`src/rtl/ram_fifo_ctrl.sv`:
```
// First-word-fall-through FIFO controller around a simple dual-port block RAM with a 1-cycle read.
// A 2-entry output stage hides the read latency so a steady stream moves one word per clock.
module ram_fifo_ctrl #(
   parameter int WIDTH     = 4,
   parameter int DEPTH     = 256,
   parameter int ADDRWIDTH = 8
) (
   input  logic                 i_clk,
   input  logic                 i_rst_n,
   input  logic                 i_flush,
   input  logic                 i_in_valid,
   output logic                 o_in_ready,
   input  logic [WIDTH-1:0]     i_in_data,
   output logic                 o_out_valid,
   input  logic                 i_out_ready,
   output logic [WIDTH-1:0]     o_out_data,
   output logic [ADDRWIDTH:0]   o_count,
   output logic                 o_ram_ena,
   output logic                 o_ram_wea,
   output logic [ADDRWIDTH-1:0] o_ram_addra,
   output logic [WIDTH-1:0]     o_ram_dia,
   output logic                 o_ram_enb,
   output logic [ADDRWIDTH-1:0] o_ram_addrb,
   input  logic [WIDTH-1:0]     i_ram_dob
);

   localparam logic [ADDRWIDTH:0] DEPTH_C = (ADDRWIDTH+1)'(DEPTH);

   logic [ADDRWIDTH-1:0] r_wptr;
   logic [ADDRWIDTH-1:0] r_rptr;
   logic [ADDRWIDTH:0]   r_mem_cnt;
   logic                 r_pending;
   logic [WIDTH-1:0]     r_stage0;
   logic [WIDTH-1:0]     r_stage1;
   logic [1:0]           r_stage_cnt;
   logic [ADDRWIDTH:0]   r_count;

   logic                 w_clear;
   logic                 w_push;
   logic                 w_pop;
   logic                 w_issue;
   logic [2:0]           w_committed;
   logic [ADDRWIDTH:0]   w_mem_cnt_nxt;
   logic [1:0]           w_stage_cnt_nxt;
   logic [WIDTH-1:0]     w_stage0_nxt;
   logic [WIDTH-1:0]     w_stage1_nxt;
   logic [ADDRWIDTH:0]   w_count_nxt;

   // Reset and flush share one clear path; both also block the current push and read.
   assign w_clear     = !i_rst_n || i_flush;
   assign o_in_ready  = (r_mem_cnt < DEPTH_C) && !w_clear;
   assign w_push      = i_in_valid && o_in_ready;
   assign o_out_valid = (r_stage_cnt != 2'd0);
   assign o_out_data  = r_stage0;
   assign w_pop       = o_out_valid && i_out_ready;
   assign o_count     = r_count;

   assign o_ram_ena   = w_push;
   assign o_ram_wea   = w_push;
   assign o_ram_addra = r_wptr;
   assign o_ram_dia   = i_in_data;

   // Only read when the word has a guaranteed seat in the output stage.
   assign w_committed = {1'b0, r_stage_cnt} + {2'b00, r_pending} - {2'b00, w_pop};
   assign w_issue     = (r_mem_cnt != '0) && (w_committed < 3'd2) && !w_clear;
   assign o_ram_enb   = w_issue;
   assign o_ram_addrb = r_rptr;

   assign w_mem_cnt_nxt = r_mem_cnt + (ADDRWIDTH+1)'(w_push) - (ADDRWIDTH+1)'(w_issue);
   assign w_count_nxt   = w_mem_cnt_nxt + (ADDRWIDTH+1)'(w_issue) + (ADDRWIDTH+1)'(w_stage_cnt_nxt);

   always_comb begin
      w_stage_cnt_nxt = r_stage_cnt;
      w_stage0_nxt    = r_stage0;
      w_stage1_nxt    = r_stage1;
      if (w_pop) begin
         w_stage0_nxt    = r_stage1;
         w_stage_cnt_nxt = r_stage_cnt - 2'd1;
      end
      // Returning read data lands at the tail that remains after any pop.
      if (r_pending) begin
         if (w_stage_cnt_nxt == 2'd0) begin
            w_stage0_nxt = i_ram_dob;
         end else begin
            w_stage1_nxt = i_ram_dob;
         end
         w_stage_cnt_nxt = w_stage_cnt_nxt + 2'd1;
      end
   end

   always_ff @(posedge i_clk) begin
      if (w_clear) begin
         r_wptr      <= '0;
         r_rptr      <= '0;
         r_mem_cnt   <= '0;
         r_pending   <= 1'b0;
         r_stage0    <= '0;
         r_stage1    <= '0;
         r_stage_cnt <= 2'd0;
         r_count     <= '0;
      end else begin
         if (w_push) begin
            r_wptr <= r_wptr + ADDRWIDTH'(1);
         end
         if (w_issue) begin
            r_rptr <= r_rptr + ADDRWIDTH'(1);
         end
         r_mem_cnt   <= w_mem_cnt_nxt;
         r_pending   <= w_issue;
         r_stage0    <= w_stage0_nxt;
         r_stage1    <= w_stage1_nxt;
         r_stage_cnt <= w_stage_cnt_nxt;
         r_count     <= w_count_nxt;
      end
   end

endmodule

```
`config.mk`:
```
export PLATFORM = sky130hd
export DESIGN_NAME = ram_fifo_ctrl
export DESIGN_NICKNAME = d
export VERILOG_FILES = /design/src/rtl/ram_fifo_ctrl.sv
export SDC_FILE = /design/constraint.sdc
export NUM_CORES = 1
export LEC_CHECK = 0
export BUFFER_PORTS_ARGS = -buffer_cell sky130_fd_sc_hd__buf_4
export CORE_AREA = 2 2 76 78
export CTS_CLUSTER_DIAMETER = 50
export DETAILED_ROUTE_END_ITERATION = 10
export DIE_AREA = 0 0 78 80
export HOLD_SLACK_MARGIN = 0.08
export PLACE_DENSITY_LB_ADDON = 0.15
export SLEW_MARGIN = 40
export SYNTH_ARGS = -nofsm -noshare
export SYNTH_HDL_FRONTEND = slang
export SYNTH_SLANG_ARGS = --single-unit
```
`constraint.sdc`:
```
create_clock -name i_clk -period 11.2 [get_ports i_clk]
set_input_delay 3.36 -clock i_clk [delete_from_list [all_inputs] [get_ports i_clk]]
set_output_delay 3.36 -clock i_clk [all_outputs]
set_load 0.01 [all_outputs]
```
==> results.py, run 1 <==
metrics = {
    "run_status": {
        "status": "finished, final reports clean",
    },
    "placement": {
        "gp_congestion": 0.752,
        "io_buffers": 42,
        "dp_cells": 356,
        "place_area_um2": 2670,
        "hpwl_um": 3210,
    },
    "timing": {
        "rsz0062_at_grt": "false",
        "fmax_mhz": 112,
        "max-slew-margin-rel": 0.555,
        "fin_crit_ns": 8.90,
        "final_max_slew_viol_count": 0,
        "setup_violations": 0,
        "worst_slew_pin_slew_ns": 0.666,
        "setup_tns_ns": 0,
        "hold_viol_final": 0,
        "clock_skew_ns": 0.00557,
        "fin_crit_sh": 0.794,
    },
    "synth": {
        "yosys_warnings": 0,
        "yosysUniqueCellTypes": 41,
        "postSynthCellCount": 253,
        "synth_common_cells": "nor2_1 (47), dfxtp_1 (45), inv_1 (23), ha_1 (19), xor2_1 (16)",
        "synth-seq-cells": 45,
        "async_flop_share": 0,
        "synth_top_area_share": 0.384,
        "seq_area_frac_synth": 0.384,
        "synth-edff-count": 0,
        "synth_area_leaders": "dfxtp_1 (38%), ha_1 (10%), nor2_1 (7.5%), xor2_1 (6.0%), mux2i_1 (4.7%)",
        "synth_area_um2": 2350,
        "syn_area_per_cell_um2": 9.28,
        "yosysTopAreaCell": "dfxtp_1",
        "synth_nets": 289,
        "yosysMostFrequentCell": "nor2_1",
        "synthFlopType": "dfxtp_1",
    },
    "cells_and_area": {
        "drive_gt1_frac": 0.205,
        "postLayoutCellArea_um2": 2790,
        "area_growth_pct": 18.7,
        "regArea_um2": 901,
        "filler_cell_count": 541,
        "nets": 327,
        "post-route-util": 0.515,
        "multiInputGateArea_um2": 1270,
        "antenna_cells": 0,
        "fin_cells": 364,
    },
    "clocking": {
        "clockBufferDepth": 2,
        "cts_tree": "done",
        "h-tree-depth": 2,
        "cts_root_buf": "clkbuf_8",
        "hold_buffers": 0,
        "clock_latency_ns": 0.29,
        "numCtsBuffers": 5,
        "cts_resized": 0,
        "clk_pin_slew_ns": 0.08,
        "cts.sinks": 45,
        "cts_setup_buffers": 0,
    },
    "power_and_ir_drop": {
        "power.density_nw_per_um2": 244,
        "p_int_uw": 412,
        "vdd_ir_drop_max_v": 0.000174,
        "leakage_uw": 0.00122,
        "pwr-share-comb": 0.528,
        "p_switching_uw": 268,
        "pwr-share-clk": 0.178,
        "p_seq_frac": 0.294,
        "p_sw_frac": 0.394,
    },
    "die": {
        "core_area_um2": 5410,
        "fp.dieW_um": 78,
        "die_area_um2": 6240,
        "start_util": 0.434,
        "die_h_um": 80,
        "row_count": 27,
        "top_level_ports": 51,
    },
    "global_route": {
        "grt_max_degree": 43,
        "grt_overflow": 0,
        "track_usage": 0.147,
        "grt_pass1_vias": 1641,
        "grt_pass1_wl_um": 7240,
        "antenna_found_initial": 0,
    },
    "detailed_routing": {
        "avgViaCountPerCell": 4.73,
        "dr.pass1.iters": 4,
        "wirelength_um": 4270,
        "drc_errors": 0,
        "drt_iter0_drc": 49,
        "ant_nets": 0,
        "wl_per_cell_um": 11.7,
        "dr_total_vias": 1721,
    },
    "run": {
        "maxCapViolCount": 0,
    },
    "critical_path": {
        "path_max_fanout": 7,
        "crit_slowest_cell": "fa_1",
        "crit_path_start_kind": "input pin",
        "rrSetupSlack_ns": 6.20,
        "crit_type": "in -> out",
        "r2r_cells": 23,
        "crit_required_ns": 7.84,
        "r2r_end": "o_count[7]",
        "critPathMaxStageDelay_ns": 0.37,
        "end_kind": "output port",
        "crit_path_frequent_cell": "inv_1",
        "timing.rr.start": "r_stage_cnt[1]",
        "cp_top_family": "adder cells",
        "critPathArrivalTime_ns": 5.54,
        "path_cells": "buf_4, nand2_1, inv_1, ha_1, inv_1, ha_1, inv_1, fa_1, xnor2_1, o311ai_2, nor2_1, buf_4",
        "critPathBufInv": 5,
        "crit_start": "i_out_ready",
    },
    "min_path": {
        "hp-class": "reg -> reg",
        "min_to": "r_stage1[3]",
        "min_path_cells": 2,
        "hp-start": "r_stage1[3]",
    },
}
[worst max-delay path by stage]
stage,end,slack (ns),cells past startpoint
2_1_floorplan,o_ram_enb,2.69,10
3_3_place_gp,o_ram_enb,2.31,12
3_5_place_dp,o_ram_enb,2.26,12
4_1_cts,o_ram_enb,2.25,12
5_1_grt,o_ram_enb,2.11,12
6_report,o_ram_enb,2.30,12
[tightest hold or removal path, stage by stage, from the launching register on]
cell and delay, ns:
dfxtp_1 0.33, mux2i_1 0.07, nor2_1 0.07
[kinds of logic after synthesis]
group	Yosys count	synth area share
muxes	11	0.0469
adders and majority gates	23	0.135
xor gates and xnor gates	25	0.0965
DFF	45	0.384
and+or+nand+nor	89	0.181
buffers and inverters	35	0.0768
AOI/OAI and AO/OA	25	0.0800
[cell type report]
class	instances	share of cell area
repair buffers	43	0.116
clock buffers	6	0.0261
clock inverters	2	0.0139
inverters	23	0.0310
flip-flops and latches	45	0.323
multi-input cells	173	0.457
well taps	72	0.0323
[placed cells by master, fill, tap and decap left out, drive strengths merged, types with 5 or more instances in the layout]
cell / instances
nor2: 47
nand2: 12
ha: 19
clkbuf: 6
o21ai: 5
a21oi: 7
buf: 43
dfxtp: 45
inv: 23
a211oi: 5
xor2: 16
mux2i: 11
xnor2: 9
[state kept, by name, indices dropped and copies added, names as in the netlist]
signal / flops
r_mem_cnt: 9
r_stage_cnt: 2
o_ram_addrb: 8
o_out_data: 4
r_pending: 1
o_ram_addra: 8
o_count: 9
r_stage1: 4
[per-layer routing]
layer	GRT usage	routed length, µm	vias to the layer above
met5	0	0	-
li1	-	-	905
met1	0.168	1910	781
met4	0.0632	74	0
met2	0.265	2090	28
met3	0.0317	182	7
[power by group through the flow]
stage	sequential, µW	combinational (µW)	clock, µW
after global routing	203	403	133
final	200	359	121
after floorplan	208	280	0
after CTS	200	362	126
after global placement	204	357	0
after detailed placement	204	359	0
[per-stage QoR]
| stage | total power [µW] | setup slack (ns) | hold WS, ns |
|---|---|---|---|
| floorplan | 488 | 2.69 | 0.460 |
| global placement | 561 | 2.31 | 0.475 |
| detailed placement | 562 | 2.26 | 0.482 |
| CTS | 688 | 2.25 | 0.504 |
| global route | 739 | 2.11 | 0.527 |
| finish | 680 | 2.30 | 0.500 |
Note: power is estimated with default switching activity, not from simulation.
==> inputs of run 2 (changes only) <==
==> constraint.sdc (replaced) <==
create_clock -name i_clk -period 8.2 [get_ports i_clk]
set_input_delay 2.46 -clock i_clk [delete_from_list [all_inputs] [get_ports i_clk]]
set_output_delay 2.46 -clock i_clk [all_outputs]
set_load 0.01 [all_outputs]
==> run 2 against run 1 <==
  * Clock power up 9%
  * Critical path depth unchanged
  * Die area unchanged
  * First-iteration DRC count down 27%
  * Global-route usage down 0.25 points
  * Via count down 1.3%
==> results.py, run 2 (same netlist as run 1, synthesis figures left out) <==
metrics = {
    "timing": {
        "fin_crit_ns": 7.09,
        "rsz0062_at_grt": "false",
        "setup_violations": 0,
        "fmax_mhz": 141,
        "worst_slew_pin_slew_ns": 0.676,
        "worst_slack_ns": 1.11,
        "final_max_slew_viol_count": 0,
        "clock_skew_ns": 0.00383,
        "fin_crit_sh": 0.865,
        "hold_viol_final": 0,
        "setup_tns_ns": 0,
        "max-slew-margin-rel": 0.547,
    },
    "power_and_ir_drop": {
        "power.density_nw_per_um2": 324,
        "p_sw_frac": 0.405,
        "p_seq_frac": 0.305,
        "p_int_uw": 532,
        "vdd_ir_drop_max_v": 0.000234,
        "p_switching_uw": 362,
        "pwr-share-comb": 0.547,
        "leakage_uw": 0.00121,
        "pwr-share-clk": 0.148,
    },
    "global_route": {
        "grt_pass1_wl_um": 7160,
        "grt_pass1_vias": 1541,
        "track_usage": 0.145,
        "antenna_found_initial": 0,
        "grt_max_degree": 43,
        "grt_overflow": 0,
    },
    "detailed_routing": {
        "dr.pass1.iters": 4,
        "drc_errors": 0,
        "avgViaCountPerCell": 4.66,
        "dr_total_vias": 1698,
        "wl_per_cell_um": 11.8,
        "drt_iter0_drc": 36,
        "ant_nets": 0,
        "wirelength_um": 4310,
    },
    "die": {
        "core_area_um2": 5410,
        "row_count": 27,
        "die_h_um": 80,
        "die_area_um2": 6240,
        "fp.dieW_um": 78,
        "top_level_ports": 51,
        "start_util": 0.434,
    },
    "min_path": {
        "hp-class": "reg -> reg",
        "min_to": "r_stage1[0]",
        "min_path_cells": 2,
        "hp-start": "r_stage1[0]",
    },
    "cells_and_area": {
        "area_growth_pct": 17.5,
        "drive_gt1_frac": 0.202,
        "layout_commonest_cell": "nor2_1",
        "antenna_cells": 0,
        "nets": 327,
        "final_cell_mix": "nor2_1 (47), dfxtp_1 (45), buf_4 (43)",
    },
    "critical_path": {
        "rrSetupSlack_ns": 3.16,
        "crit_path_start_kind": "input pin",
        "path_max_fanout": 7,
        "critPathMaxStageDelay_ns": 0.37,
        "critPathArrivalTime_ns": 4.63,
        "r2r_cells": 23,
        "crit_required_ns": 5.74,
        "crit_type": "in -> out",
        "timing.rr.start": "r_stage_cnt[1]",
        "crit_slowest_cell": "fa_1",
        "end_kind": "output port",
        "path_cells": "buf_4, nand2_1, inv_1, ha_1, inv_1, ha_1, inv_1, fa_1, xnor2_1, o311ai_2, nor2_1, buf_4",
        "crit_path_frequent_cell": "inv_1",
        "r2r_end": "o_count[7]",
    },
    "run_status": {
        "status": "finished, final reports clean",
    },
    "clocking": {
        "cts_root_buf": "clkbuf_8",
        "cts_setup_buffers": 0,
        "numCtsBuffers": 5,
        "clockBufferDepth": 2,
        "clock_latency_ns": 0.29,
        "cts_resized": 0,
        "clk_pin_slew_ns": 0.08,
        "cts.sinks": 45,
        "cts_tree": "done",
        "h-tree-depth": 2,
        "hold_buffers": 0,
    },
    "placement": {
        "place_ws_ns": 1.06,
        "gp_congestion": 0.742,
        "io_buffers": 42,
        "hpwl_um": 3210,
    },
    "run": {
        "maxCapViolCount": 0,
    },
}
run 2: changes by cell type in the layout (fill, tap and decap cells not counted), sizes merged:
cell / delta
bufinv: -1
clkbuf: +1
clkinv: -1
clkinvlp: +1
run 2: worst max-delay path, delay by kind of cell:
kind	cells	cell delay, ns
adders and majority gates	3	0.80
xor gates and xnor gates	1	0.22
buffers and inverters	5	0.46
and+or+nand+nor	2	0.48
AOI/OAI and AO/OA	1	0.21
run 2: layout make-up:
| type | instances | area (µm²) |
|---|---|---|
| fill | 544 | 2650 |
| multi-input combinational | 173 | 1270 |
| sequential | 45 | 901 |
| timing repair buffer | 43 | 323 |
| tap | 72 | 90.1 |
| inverter | 23 | 86.3 |
| clock buffer | 7 | 76.3 |
| clock inverter | 1 | 7.51 |
run 2: power by group through the flow:
stage          logic [µW]  clock network, µW  registers, µW
2_1_floorplan         382                  0            285
3_3_place_gp          488                  0            278
3_5_place_dp          491                  0            278
4_1_cts               493                140            273
5_1_grt               556                147            278
6_report              489                132            273
run 2: stage by stage:
stage	total power, µW	cell area [µm²]	util	instances	hold slack [ns]
6_report	894	2760	0.510	364	0.500
5_1_grt	981	2760	0.510	364	0.520
4_1_cts	906	2750	0.509	364	0.500
3_5_place_dp	769	2670	0.493	356	0.487
3_3_place_gp	766	2670	0.493	356	0.476
2_1_floorplan	667	2350	-	253	0.460
run 2: layer usage:
metal / vias up / share of wire / global-route usage
met2: 30 / 0.46 / 0.238
met5: - / 0 / 0
met3: 2 / 0.048 / 0.0407
li1: 908 / - / -
met1: 758 / 0.48 / 0.186
met4: 0 / 0.0049 / 0.0421
run 2: how the worst max path moves through the flow:
stage,startpoint,end,slack (ns),cells after the start
floorplan,i_out_ready,o_ram_enb,1.49,10
finish,i_out_ready,o_ram_enb,1.11,12
global route,i_out_ready,o_ram_enb,0.85,12
detailed placement,i_out_ready,o_ram_enb,1.06,12
CTS,i_out_ready,o_ram_enb,1.03,12
global placement,i_out_ready,o_ram_enb,1.12,12
